**src/rtl/chsel_pkg.sv**
```systemverilog
// Shared definitions for the pipelined channel selector: default sizes,
// the standard channel indices and the select-request record.
package chsel_pkg;

  localparam int DEFAULT_NUM_CH = 8;
  localparam int DEFAULT_DATA_W = 8;
  // Widest select code a request record can carry; SEL_W must not exceed it.
  localparam int SEL_MAX_W      = 8;

  typedef enum logic [2:0] {
    CH_G,
    CH_R,
    CH_B,
    CH_Y,
    CH_CR,
    CH_CB
  } ch_idx_t;

  typedef struct packed {
    logic [SEL_MAX_W-1:0] sel;
    logic                 invert;
  } sel_req_t;

endpackage

```
**src/rtl/chsel_delay.sv**
```systemverilog
// Fixed-depth shift register with synchronous active-low clear.
// A DEPTH of 0 degenerates to a wire.
module chsel_delay #(
  parameter int WIDTH = 1,
  parameter int DEPTH = 1
) (
  input  logic             clk_in,
  input  logic             rst_n_in,
  input  logic [WIDTH-1:0] data_in,
  output logic [WIDTH-1:0] data_out
);

  generate
    if (DEPTH == 0) begin : g_wire
      assign data_out = data_in;
    end else begin : g_shift
      logic [WIDTH-1:0] stage [DEPTH];

      // NOTE: every stage is cleared on reset so in-flight beats are dropped;
      // this costs a reset net per flop but keeps valid/frame_start honest.
      always_ff @(posedge clk_in) begin
        if (!rst_n_in) begin
          for (int i = 0; i < DEPTH; i++) stage[i] <= '0;
        end else begin
          stage[0] <= data_in;
          for (int i = 1; i < DEPTH; i++) stage[i] <= stage[i-1];
        end
      end

      assign data_out = stage[DEPTH-1];
    end
  endgenerate

endmodule

```
**src/rtl/channel_select_pipe.sv**
```systemverilog
// Pipelined video channel selector; select changes take effect at frame start.
// Optional macro CHSEL_INVERT_EN adds an inverted-output request.
module channel_select_pipe
  import chsel_pkg::*;
#(
  parameter int              NUM_CH     = DEFAULT_NUM_CH,
  parameter int              DATA_W     = DEFAULT_DATA_W,
  parameter int              SEL_W      = $clog2(NUM_CH),
  parameter int              LATENCY    = 2,
  parameter int              RESET_SEL  = int'(CH_G),
  parameter logic [DATA_W-1:0] FILL_VALUE = '0
) (
  input  logic                     clk_in,
  input  logic                     rst_n_in,
  input  logic [SEL_W-1:0]         sel_in,
  input  logic                     sel_valid_in,
  input  logic [NUM_CH*DATA_W-1:0] data_in,
  input  logic                     valid_in,
  input  logic                     frame_start_in,
`ifdef CHSEL_INVERT_EN
  input  logic                     invert_in,
  output logic                     invert_active_out,
`endif
  output logic [DATA_W-1:0]        data_out,
  output logic                     valid_out,
  output logic                     frame_start_out,
  output logic [SEL_W-1:0]         active_sel_out,
  output logic                     sel_pending_out
);

  localparam sel_req_t RESET_REQ = '{sel: SEL_MAX_W'(RESET_SEL), invert: 1'b0};

  sel_req_t          req;
  sel_req_t          active_q;
  sel_req_t          pending_q;
  sel_req_t          eff;
  logic              pending_valid_q;
  logic              boundary;
  logic [DATA_W-1:0] mux_data;
  logic [DATA_W-1:0] data_s1;
  logic              valid_s1;
  logic              frame_start_s1;

  assign boundary   = valid_in & frame_start_in;
  assign req.sel    = SEL_MAX_W'(sel_in);
`ifdef CHSEL_INVERT_EN
  assign req.invert = invert_in;
`else
  assign req.invert = 1'b0;
`endif

  // The boundary beat already uses the new selection, and a same-cycle
  // request bypasses the pending register entirely.
  always_comb begin
    // NOTE: default first so no path leaves eff/mux_data unassigned (no latch).
    eff = active_q;
    if (boundary) begin
      if (sel_valid_in)         eff = req;
      else if (pending_valid_q) eff = pending_q;
    end

    mux_data = FILL_VALUE;
    for (int k = 0; k < NUM_CH; k++) begin
      if (int'(eff.sel) == k) mux_data = data_in[k*DATA_W +: DATA_W];
    end
    mux_data = mux_data ^ {DATA_W{eff.invert}};
  end

  // NOTE: state is updated with non-blocking assignments so every register
  // samples pre-edge values regardless of statement order.
  always_ff @(posedge clk_in) begin
    if (!rst_n_in) begin
      active_q        <= RESET_REQ;
      pending_q       <= RESET_REQ;
      pending_valid_q <= 1'b0;
      data_s1         <= '0;
      valid_s1        <= 1'b0;
      frame_start_s1  <= 1'b0;
    end else begin
      if (sel_valid_in) pending_q <= req;
      if (boundary) begin
        active_q        <= eff;
        pending_valid_q <= 1'b0;
      end else if (sel_valid_in) begin
        pending_valid_q <= 1'b1;
      end
      data_s1        <= mux_data;
      valid_s1       <= valid_in;
      frame_start_s1 <= boundary;
    end
  end

  chsel_delay #(.WIDTH(DATA_W), .DEPTH(LATENCY-1)) u_data_delay (
    .clk_in   (clk_in),
    .rst_n_in (rst_n_in),
    .data_in  (data_s1),
    .data_out (data_out)
  );

  chsel_delay #(.WIDTH(1), .DEPTH(LATENCY-1)) u_valid_delay (
    .clk_in   (clk_in),
    .rst_n_in (rst_n_in),
    .data_in  (valid_s1),
    .data_out (valid_out)
  );

  chsel_delay #(.WIDTH(1), .DEPTH(LATENCY-1)) u_frame_start_delay (
    .clk_in   (clk_in),
    .rst_n_in (rst_n_in),
    .data_in  (frame_start_s1),
    .data_out (frame_start_out)
  );

  assign active_sel_out  = active_q.sel[SEL_W-1:0];
  assign sel_pending_out = pending_valid_q;
`ifdef CHSEL_INVERT_EN
  assign invert_active_out = active_q.invert;
`endif

endmodule

```
**config.mk**
```make
export PLATFORM = sky130hd
export DESIGN_NAME = channel_select_pipe
export DESIGN_NICKNAME = d
export VERILOG_FILES = /design/src/rtl/chsel_pkg.sv /design/src/rtl/chsel_delay.sv /design/src/rtl/channel_select_pipe.sv
export SDC_FILE = /design/constraint.sdc
export NUM_CORES = 1
export LEC_CHECK = 0
export CORE_MARGIN = 2
export CORE_UTILIZATION = 45
export DETAILED_ROUTE_END_ITERATION = 7
export PLACE_DENSITY = 0.94
export SYNTH_ARGS = -nofsm -noshare
export SYNTH_HDL_FRONTEND = slang
export SYNTH_HIERARCHICAL = 1
export SYNTH_SLANG_ARGS = --single-unit
```
**constraint.sdc**
```tcl
create_clock -name clk_in -period 4.03 [get_ports clk_in]
set_clock_uncertainty 0.2 [all_clocks]
set_input_delay 0.6045 -clock clk_in [delete_from_list [all_inputs] [get_ports clk_in]]
set_output_delay 0.6045 -clock clk_in [all_outputs]
set_load 0.005 [all_outputs]
```
==> results of run 1 <==
-- cell type report --
| cell class | count | area [um^2] |
|---|---|---|
| clock buffers | 5 | 68.82 |
| fillers | 324 | 1185 |
| multi-input cells | 149 | 1121 |
| repair buffers | 89 | 880.8 |
| clock inverters | 3 | 17.52 |
| well taps | 50 | 62.56 |
| flip-flops and latches | 33 | 660.6 |
| inverters | 1 | 3.754 |
-- power by group through the flow --
stage	clock network, uW	logic [uW]	registers, uW
floorplan	0	94.0	358
global placement	0	191	360
detailed placement	0	195	360
CTS	241	197	353
global route	255	212	354
finish	238	197	353
-- logic make-up (layout without fill, tap and decap cells) --
| group | Yosys count | in the layout |
|---|---|---|
| AOI/OAI and AO/OA | 56 | 56 |
| buffers and inverters | 13 | 98 |
| DFF | 33 | 33 |
| muxes | 28 | 28 |
| and+or+nand+nor | 65 | 65 |
-- worst max-delay path by stage --
stage / start / endpoint / slack (ns) / cells after the start
4_1_cts: sel_valid_in / data_s1[6] / 0.83 / 9
2_1_floorplan: sel_valid_in / data_s1[6] / 1.25 / 9
3_5_place_dp: sel_valid_in / data_s1[6] / 0.55 / 9
5_1_grt: sel_valid_in / data_s1[6] / 0.70 / 9
3_3_place_gp: sel_valid_in / data_s1[6] / 0.61 / 9
6_report: sel_valid_in / data_s1[6] / 0.79 / 9
-- routing by layer --
metal  up-vias  wire (um)  GRT usage (%)
met4         0        142          9.500
met2       106       2571          40.87
met5         -          0              0
met3        14        560          5.682
met1       856       1966          25.93
li1        906          -              -
-- worst max-delay path: stages --
cell and delay, ns:
clkdlybuf4s50_1 0.49, buf_4 0.22, nand3b_1 0.18, a21oi_2 0.28, or2_1 0.36, o211a_2 0.29
a22oi_1 0.10, and3_1 0.19, or4_1 0.48
-- flip-flops by register name, summed over array words and instances, names as in the netlist --
signal and count:
u_frame_start_delay/g_shift.stage 1, valid_s1 1, frame_start_s1 1, active_sel_out 3
pending_q 3, u_data_delay/g_shift.stage 8, data_s1 8, active_q 6
u_valid_delay/g_shift.stage 1, sel_pending_out 1
-- metrics by stage --
stage	std cells	worst slack [ns]	util, %	hold slack [ns]	power (uW)
3_3_place_gp	322	0.6103	68.22	0.2137	551.1
5_1_grt	330	0.6981	70.38	0.2512	821.0
3_5_place_dp	322	0.5532	68.22	0.2202	555.1
6_report	330	0.7874	70.38	0.2314	787.7
2_1_floorplan	195	1.249	-	0.2057	451.6
4_1_cts	330	0.8349	70.38	0.2353	791.0
-- layout by cell type (no fill, tap or decap), types with 2 or more instances in the layout --
cell,instances
or2_1,2
nor2_1,2
a22oi_1,5
nand3b_1,3
a21oi_1,2
nand2b_1,4
a211oi_1,5
and2_1,18
clkbuf_8,5
buf_4,4
mux2_2,3
o21a_1,4
o21ai_0,7
clkdlybuf4s50_1,85
a21o_1,2
and3_1,7
a21boi_0,3
or3_1,3
mux2i_1,20
o2bb2ai_1,4
a222oi_1,4
dfxtp_1,33
mux2_1,5
clkinv_2,2
o22ai_1,7
nand2_1,13
==> out/metrics.cfg, run 1 <==
[outcome]
status = completed

[drt]
via_count = 1882
dr.first_iter.drc_count = 168
routed_wirelength_mm = 5.241
drc_errors = 0
vias_per_cell = 5.703
wl_per_cell_um = 15.88
dr.pass1.iters = 4
postRouteAntennaNets = 0

[global_route]
antenna_found_initial = 0
overflow = 0
grt_first_pass_wirelength_mm = 7.962
grt_usage_pct = 22.96
first_global_vias = 1792
grt_max_degree = 16

[synthesis]
synth_area_um2 = 1879
synthDistinctLibCells = 54
synth.area.mux_share_pct = 15.45
syn_avg_cell_area_um2 = 9.637
yosysMostFrequentCell = dfxtp_1
synth-xor-area-share_pct = 0
synth_seq_area_share_pct = 35.15
synth_top_family_by_area = compound AO/OA/AOI/OAI gates
ys_async_sr_fraction_pct = 0
syn-num-nets = 267
synth_edf_count = 0
synth-simple-area-share_pct = 20.71
synth_compound_area_share_pct = 23.50
synth_top_area_cell = dfxtp_1
synth_fa_ha_area_share_pct = 0
synthTopCellsByCount = dfxtp_1, mux2i_1, and2_1
yosys_most_used_dff = dfxtp_1
synth.area.top_cells = dfxtp_1, mux2i_1, and2_1
synth-seq-cells = 33
synth_top_area_share_pct = 35.15
yosysWarnings = 6
syn_inst = 195

[min_path]
min_to = u_data_delay/g_shift.stage[0][6]
min_path_type = flip-flop to flip-flop
hold_depth = 1
hp-start = data_s1[6]

[timing]
slew_headroom_pct = 60.35
min_period_over_period_pct = 80.46
worstMarginPinSlew_ns = 0.5947
hold_viol_final = 0
finalSetupTns_ns = 0
rsz0062_at_grt = no
clock.fmax_mhz = 308.4
fin_crit_ns = 3.243
setup_viol = 0
maxSlewViolCount = 0

[layout]
num_antenna_cells = 0
design_area_um2 = 2815
nets = 351
syn2layout_area_growth_pct = 49.80
drive_gt1_share_pct = 9.643

[placed_design]
finalWeightedCongestion = 0.9142
placed_cell_area_um2 = 2729
io_buffers = 85
dp_hpwl_mm = 4.159

[clock_network]
cts_tree = built
clockBufferDepth = 2
cts.sinks = 33
htreeDepth = 2
path_clk_slew_ns = 0.06
cts_setup_buffers = 0
clockRootBuffer = clkbuf_8
cts-resized-gates = 0
ctsHoldBuffers = 0
insertion_delay_ns = 0.28
tritoncts.num_buffers = 5

[critical_path]
r2r-start = sel_pending_out
r2r_setup_slack_ns = 1.21
r2r-end = data_s1[6]
crit_fanout = 14
worst-setup-path-type = input pin to flip-flop
worst_ep_required_time_ns = 3.99
endpoint_kind = flip-flop
crit_arrival_ns = 3.20
crit_path_start_kind = input pin
reg2reg_depth = 7

[pwr]
clkPwrFrac_pct = 30.2
internal-power_uw = 587.0
p_sw_share_pct = 25.48
p_per_area_nw_per_um2 = 279.8
p_comb_share_pct = 25.1
p_sw_uw = 200.7
p_seq_share_pct = 44.8
ir_drop_mv = 0.1464
p_leak_uw = 0.001098

[floorplan]
coreArea_um2 = 4000
initial_core_util_pct = 46.98
die_y_um = 68.63
die_w_um = 68.63
die-area_um2 = 4709
ios = 86
rows = 23

[run]
cap_viol_max_count = 0

(Power assumes the default switching activity.)
==> run 2: changes to the inputs <==
Settings changed: CORE_UTILIZATION 45 to 37, PLACE_DENSITY 0.94 to 0.84.
Clock period 4.03 ns to 2.6 ns, I/O delays scaled along.
==> out/metrics.cfg, run 2 (same netlist as run 1, synthesis figures left out) <==
[pwr]
clkPwrFrac_pct = 29.6
internal-power_uw = 936.8
p_sw_share_pct = 26.04
p_comb_share_pct = 27.3
p_per_area_nw_per_um2 = 406.8
ir_drop_mv = 0.2477
p_leak_uw = 0.001281
p_sw_uw = 329.7
p_seq_share_pct = 43.0

[layout]
syn2layout_area_growth_pct = 65.65
nets = 379
final_common_cell = clkdlybuf4s50_1
reg_top3 = data_s1 x8, u_data_delay/g_shift.stage x8, active_q x6
drive_gt1_share_pct = 20.45
num_antenna_cells = 0
design_area_um2 = 3113
final_cell_mix = clkdlybuf4s50_1, dfxtp_1, buf_4
final_util_pct = 64.62

[clock_network]
clockBufferDepth = 2
tritoncts.num_buffers = 5
cts.sinks = 33
clockRootBuffer = clkbuf_8
cts_tree = built
htreeDepth = 2
path_clk_slew_ns = 0.07
insertion_delay_ns = 0.28

[global_route]
grt_first_pass_wirelength_mm = 8.680
use_met1_pct = 23.37
overflow = 0
grt_usage_pct = 19.96
grt_max_degree = 21
top_usage_layer = met2
grt.met3_usage_pct = 5.489
antenna_found_initial = 0
first_global_vias = 2028
grt_util_met2_pct = 34.11

[timing]
slew_headroom_pct = 74.21
hold_viol_final = 0
whs_ns = 0.2276
maxSlewViolCount = 0
setup_viol = 0
rsz0062_at_grt = no
worstMarginPinSlew_ns = 0.3868
clock.fmax_mhz = 400.3
fin_crit_ns = 2.498
min_period_over_period_pct = 96.07

[drt]
via_count = 2015
vias_per_cell = 5.373
drc_errors = 0
wl_per_cell_um = 15.07
routed_wirelength_mm = 5.651
dr.pass1.iters = 4
dr.first_iter.drc_count = 146
postRouteAntennaNets = 0

[outcome]
status = completed

[placed_design]
placed_cell_area_um2 = 2943
io_buffers = 85
finalWeightedCongestion = 0.9012
dp_hpwl_mm = 4.373

[floorplan]
die_y_um = 75.27
coreArea_um2 = 4817
ios = 86
initial_core_util_pct = 39.01
die-area_um2 = 5666
die_w_um = 75.27
rows = 25

[critical_path]
r2r-end = data_s1[6]
worstSetupEndpoint = data_s1[6]
worst_ep_required_time_ns = 2.56
crit_chain = or4_4 > o21a_1 > nor2_2 > buf_4 > nand2_1 > o22a_1 > and3_1 > or4_1
crit_slowest_cell = or4_4
endpoint_kind = flip-flop
r2r-start = active_q[5]
crit_path_start_kind = flip-flop
startpoint = active_q[5]
cpPeakStageDelay_ns = 0.57
reg2reg_depth = 8
crit_fanout = 5
crit_arrival_ns = 2.46
worst-setup-path-type = flip-flop to flip-flop
r2r_setup_slack_ns = 0.10

[min_path]
min_path_type = flip-flop to flip-flop

[run]
cap_viol_max_count = 0

-- run 2: worst min-delay path by stage --
stage | startpoint | end | slack, ns | depth (start not counted)
after floorplan | data_s1[6] | u_data_delay/g_shift.stage[0][6] | 0.21 | 1
after global placement | valid_s1 | u_valid_delay/g_shift.stage[0] | 0.21 | 1
after detailed placement | frame_start_s1 | u_frame_start_delay/g_shift.stage[0] | 0.22 | 1
after CTS | frame_start_s1 | u_frame_start_delay/g_shift.stage[0] | 0.23 | 1
after global routing | frame_start_s1 | u_frame_start_delay/g_shift.stage[0] | 0.24 | 1
final | frame_start_s1 | u_frame_start_delay/g_shift.stage[0] | 0.23 | 1
-- run 2: layout make-up --
class / instances / area, um^2
multi-input cells: 149 / 1174
repair buffers: 117 / 1105
inverters: 1 / 3.754
clock inverters: 3 / 17.52
flip-flops and latches: 33 / 660.6
well taps: 67 / 83.83
fillers: 406 / 1704
clock buffers: 5 / 68.82
-- run 2: power by group through the flow --
stage / logic [uW] / registers, uW / clock network (uW)
final: 346 / 545 / 375
after CTS: 338 / 544 / 380
after detailed placement: 333 / 556 / 0
after global routing: 371 / 548 / 397
after floorplan: 146 / 554 / 0
after global placement: 327 / 556 / 0
-- run 2: metal layers --
metal / share of wire, % / routed length, um
met5: 0 / 0
met4: 1.9 / 106
met3: 9.3 / 524
met2: 47 / 2668
met1: 42 / 2351
-- run 2: metrics by stage --
step                      setup WS (ns)  total power, uW  instances  setup TNS [ns]
after floorplan                 0.03397            700.0        195               0
after global placement          -0.4301            883.4        363          -3.002
after detailed placement        -0.5254            888.6        363          -3.443
after CTS                       0.01002             1263        373               0
after global routing           0.008235             1315        375               0
final                            0.1022             1267        375               0
-- run 2: critical path, delay by kind of cell (launching register included) --
family | cells | cell delay [ns]
flip-flops | 1 | 0.31
AND/OR/NAND/NOR | 5 | 1.36
AO/OA/AOI/OAI | 2 | 0.36
buffers and inverters | 1 | 0.15
-- run 2: what timing repair did --
action                     in CTS  in global routing
hold buffers                    0                  0
setup endpoints to repair       8                  8
pin swaps                       2                  7
buffers inserted                2                  2
resized for setup               6                 13
==> run 3: changes to the inputs <==
Settings changed: ABC_AREA set to 1, CORE_UTILIZATION 37 to 38, PLACE_DENSITY 0.84 to 0.85.
==> out/metrics.cfg, run 3 <==
[critical_path]
r2r-end = data_s1[4]
cpPeakStageDelay_ns = 0.53
crit_chain = clkdlybuf4s50_1 > inv_2 > buf_4 > nand2_1 > nand2_1 > nand3_1 > nand2_4 > nor2_8 > nand2_2 > nor2_4 > buf_4 > nor2_1 > nand4_1 > nand2_1 > a21oi_1 > nor2_1
worst_ep_required_time_ns = 2.58
crit_arrival_ns = 2.40
startpoint = sel_valid_in
worst-setup-path-type = input pin to flip-flop
r2r_setup_slack_ns = 0.48
crit_slowest_cell = clkdlybuf4s50_1
crit_path_start_kind = input pin
crit_fanout = 6
crit_top_cell = nand2_1
reg2reg_depth = 14
endpoint_kind = flip-flop
r2r-start = sel_pending_out

[drt]
via_count = 2212
routed_wirelength_mm = 5.400
dr.pass1.iters = 4
vias_per_cell = 4.788
dr.first_iter.drc_count = 103
wl_per_cell_um = 11.69
drc_errors = 0
postRouteAntennaNets = 0

[synthesis]
synth_top_area_share_pct = 34.15
synth-seq-cells = 33
synth-xor-area-share_pct = 0
synthTopCellsByCount = nand2_1, nor2_1, inv_1
synth_top_area_cell = dfxtp_1
synth_edf_count = 0
ys_async_sr_fraction_pct = 0
syn_inst = 293
syn_avg_cell_area_um2 = 6.602
synth-simple-area-share_pct = 46.90
synthDistinctLibCells = 23
synth.area.mux_share_pct = 0
yosysMostFrequentCell = nand2_1
synth_compound_area_share_pct = 5.498
synth.area.top_cells = dfxtp_1, nand2_1, nand4_1
yosys_most_used_dff = dfxtp_1
syn-num-nets = 365
synth_area_um2 = 1934
yosysWarnings = 6
synth_fa_ha_area_share_pct = 0
synth_top_family_by_area = simple AND/OR/NAND/NOR gates
synth_seq_area_share_pct = 34.15

[clock_network]
insertion_delay_ns = 0.28
cts.sinks = 33
tritoncts.num_buffers = 5
clockBufferDepth = 2
path_clk_slew_ns = 0.07
clockRootBuffer = clkbuf_8
cts_tree = built
htreeDepth = 2
ctsHoldBuffers = 0

[global_route]
antenna_found_initial = 0
grt_max_degree = 21
first_global_vias = 2175
grt_usage_pct = 19.84
grt_first_pass_wirelength_mm = 8.756
overflow = 0

[floorplan]
die-area_um2 = 5677
initial_core_util_pct = 40.16
ios = 86
die_w_um = 75.35
die_y_um = 75.35
coreArea_um2 = 4817
rows = 25

[timing]
setup_viol = 0
fin_crit_ns = 2.421
slew_headroom_pct = 74.03
hold_viol_final = 0
min_period_over_period_pct = 93.10
maxSlewViolCount = 0
fin_ws_ns = 0.1793
clock.fmax_mhz = 413.1
worstMarginPinSlew_ns = 0.3892

[layout]
nets = 466
reg_top3 = data_s1 x8, u_data_delay/g_shift.stage x8, active_q x6
drive_gt1_share_pct = 14.94
num_antenna_cells = 0
syn2layout_area_growth_pct = 60.93
final_cell_mix = clkdlybuf4s50_1, nand2_1, nor2_1
final_common_cell = clkdlybuf4s50_1

[min_path]
hp-start = frame_start_s1
min_to = u_frame_start_delay/g_shift.stage[0]
min_path_type = flip-flop to flip-flop
hold_depth = 2

[placed_design]
finalWeightedCongestion = 0.8509
dp_hpwl_mm = 4.336
dpl_worst_slack_ns = -0.1814
io_buffers = 85

[pwr]
power_uw = 1324
ir_drop_mv = 0.2377
p_per_area_nw_per_um2 = 425.3
p_leak_uw = 0.001501

[run]
cap_viol_max_count = 0

[outcome]
status = completed

run 3: cell types whose count changed after synthesis, moves of 18 or more:
cell	before	now
and2_1	18	0
nor2_1	2	40
inv_1	1	37
nand2_1	13	80
mux2i_1	20	0
nand4_1	0	28
run 3: where the power goes:
group          total [uW]  internal [uW]  switching (uW)
registers             541            533            7.52
clock network         489            312             177
logic                 294            172             122
run 3: how the worst max path moves through the flow:
stage / endpoint / slack (ns) / cells after the start
after floorplan: data_s1[2] / 0.58 / 15
after global placement: data_s1[5] / -0.10 / 14
after detailed placement: data_s1[7] / -0.18 / 14
after CTS: data_s1[7] / 0.10 / 14
after global routing: data_s1[5] / -0.02 / 16
final: data_s1[7] / 0.18 / 16
run 3: worst max-delay path: cells and delay by family:
kind | cells | cell delay, ns
compound gates | 1 | 0.13
buf+inv | 4 | 0.87
simple gates | 11 | 1.00
run 3: layout make-up:
class                   instances  area (um^2)
fillers                       427         1704
inverters                      43        161.4
flip-flops and latches         33        660.6
clock inverters                 1        30.03
repair buffers                108         1056
well taps                      67        83.83
clock buffers                   7        86.33
multi-input cells             203         1035
run 3: routing by layer:
layer / up-vias / part of all wire [%] / routed length (um) / track usage, %
met5: - / 0 / 0 / 0
met4: 0 / 2.5 / 136 / 9.747
met3: 14 / 6.0 / 322 / 3.571
met2: 91 / 50 / 2721 / 34.98
met1: 981 / 41 / 2219 / 23.05
li1: 1126 / - / - / -
run 3: repair_timing:
item / CTS / global route
resized for setup: 0 / 9
buffers inserted: 0 / 5
setup endpoints to repair: 0 / 8
run 3: cells by family (layout without fill, tap and decap cells):
kind of cell | count (synthesis) | after routing
simple gates | 184 | 184
buf+inv | 57 | 159
flops | 33 | 33
compound gates | 19 | 19
run 3: stage by stage:
stage	std cells	hold WS, ns	util (%)	instance area (um^2)	TNS [ns]
floorplan	293	0.1856	-	1934	0
global placement	449	0.1901	60.83	2930	-0.6264
detailed placement	449	0.1953	60.83	2930	-1.174
CTS	457	0.2104	63.25	3047	0
global route	462	0.2311	64.62	3113	-0.02341
finish	462	0.2098	64.62	3113	0
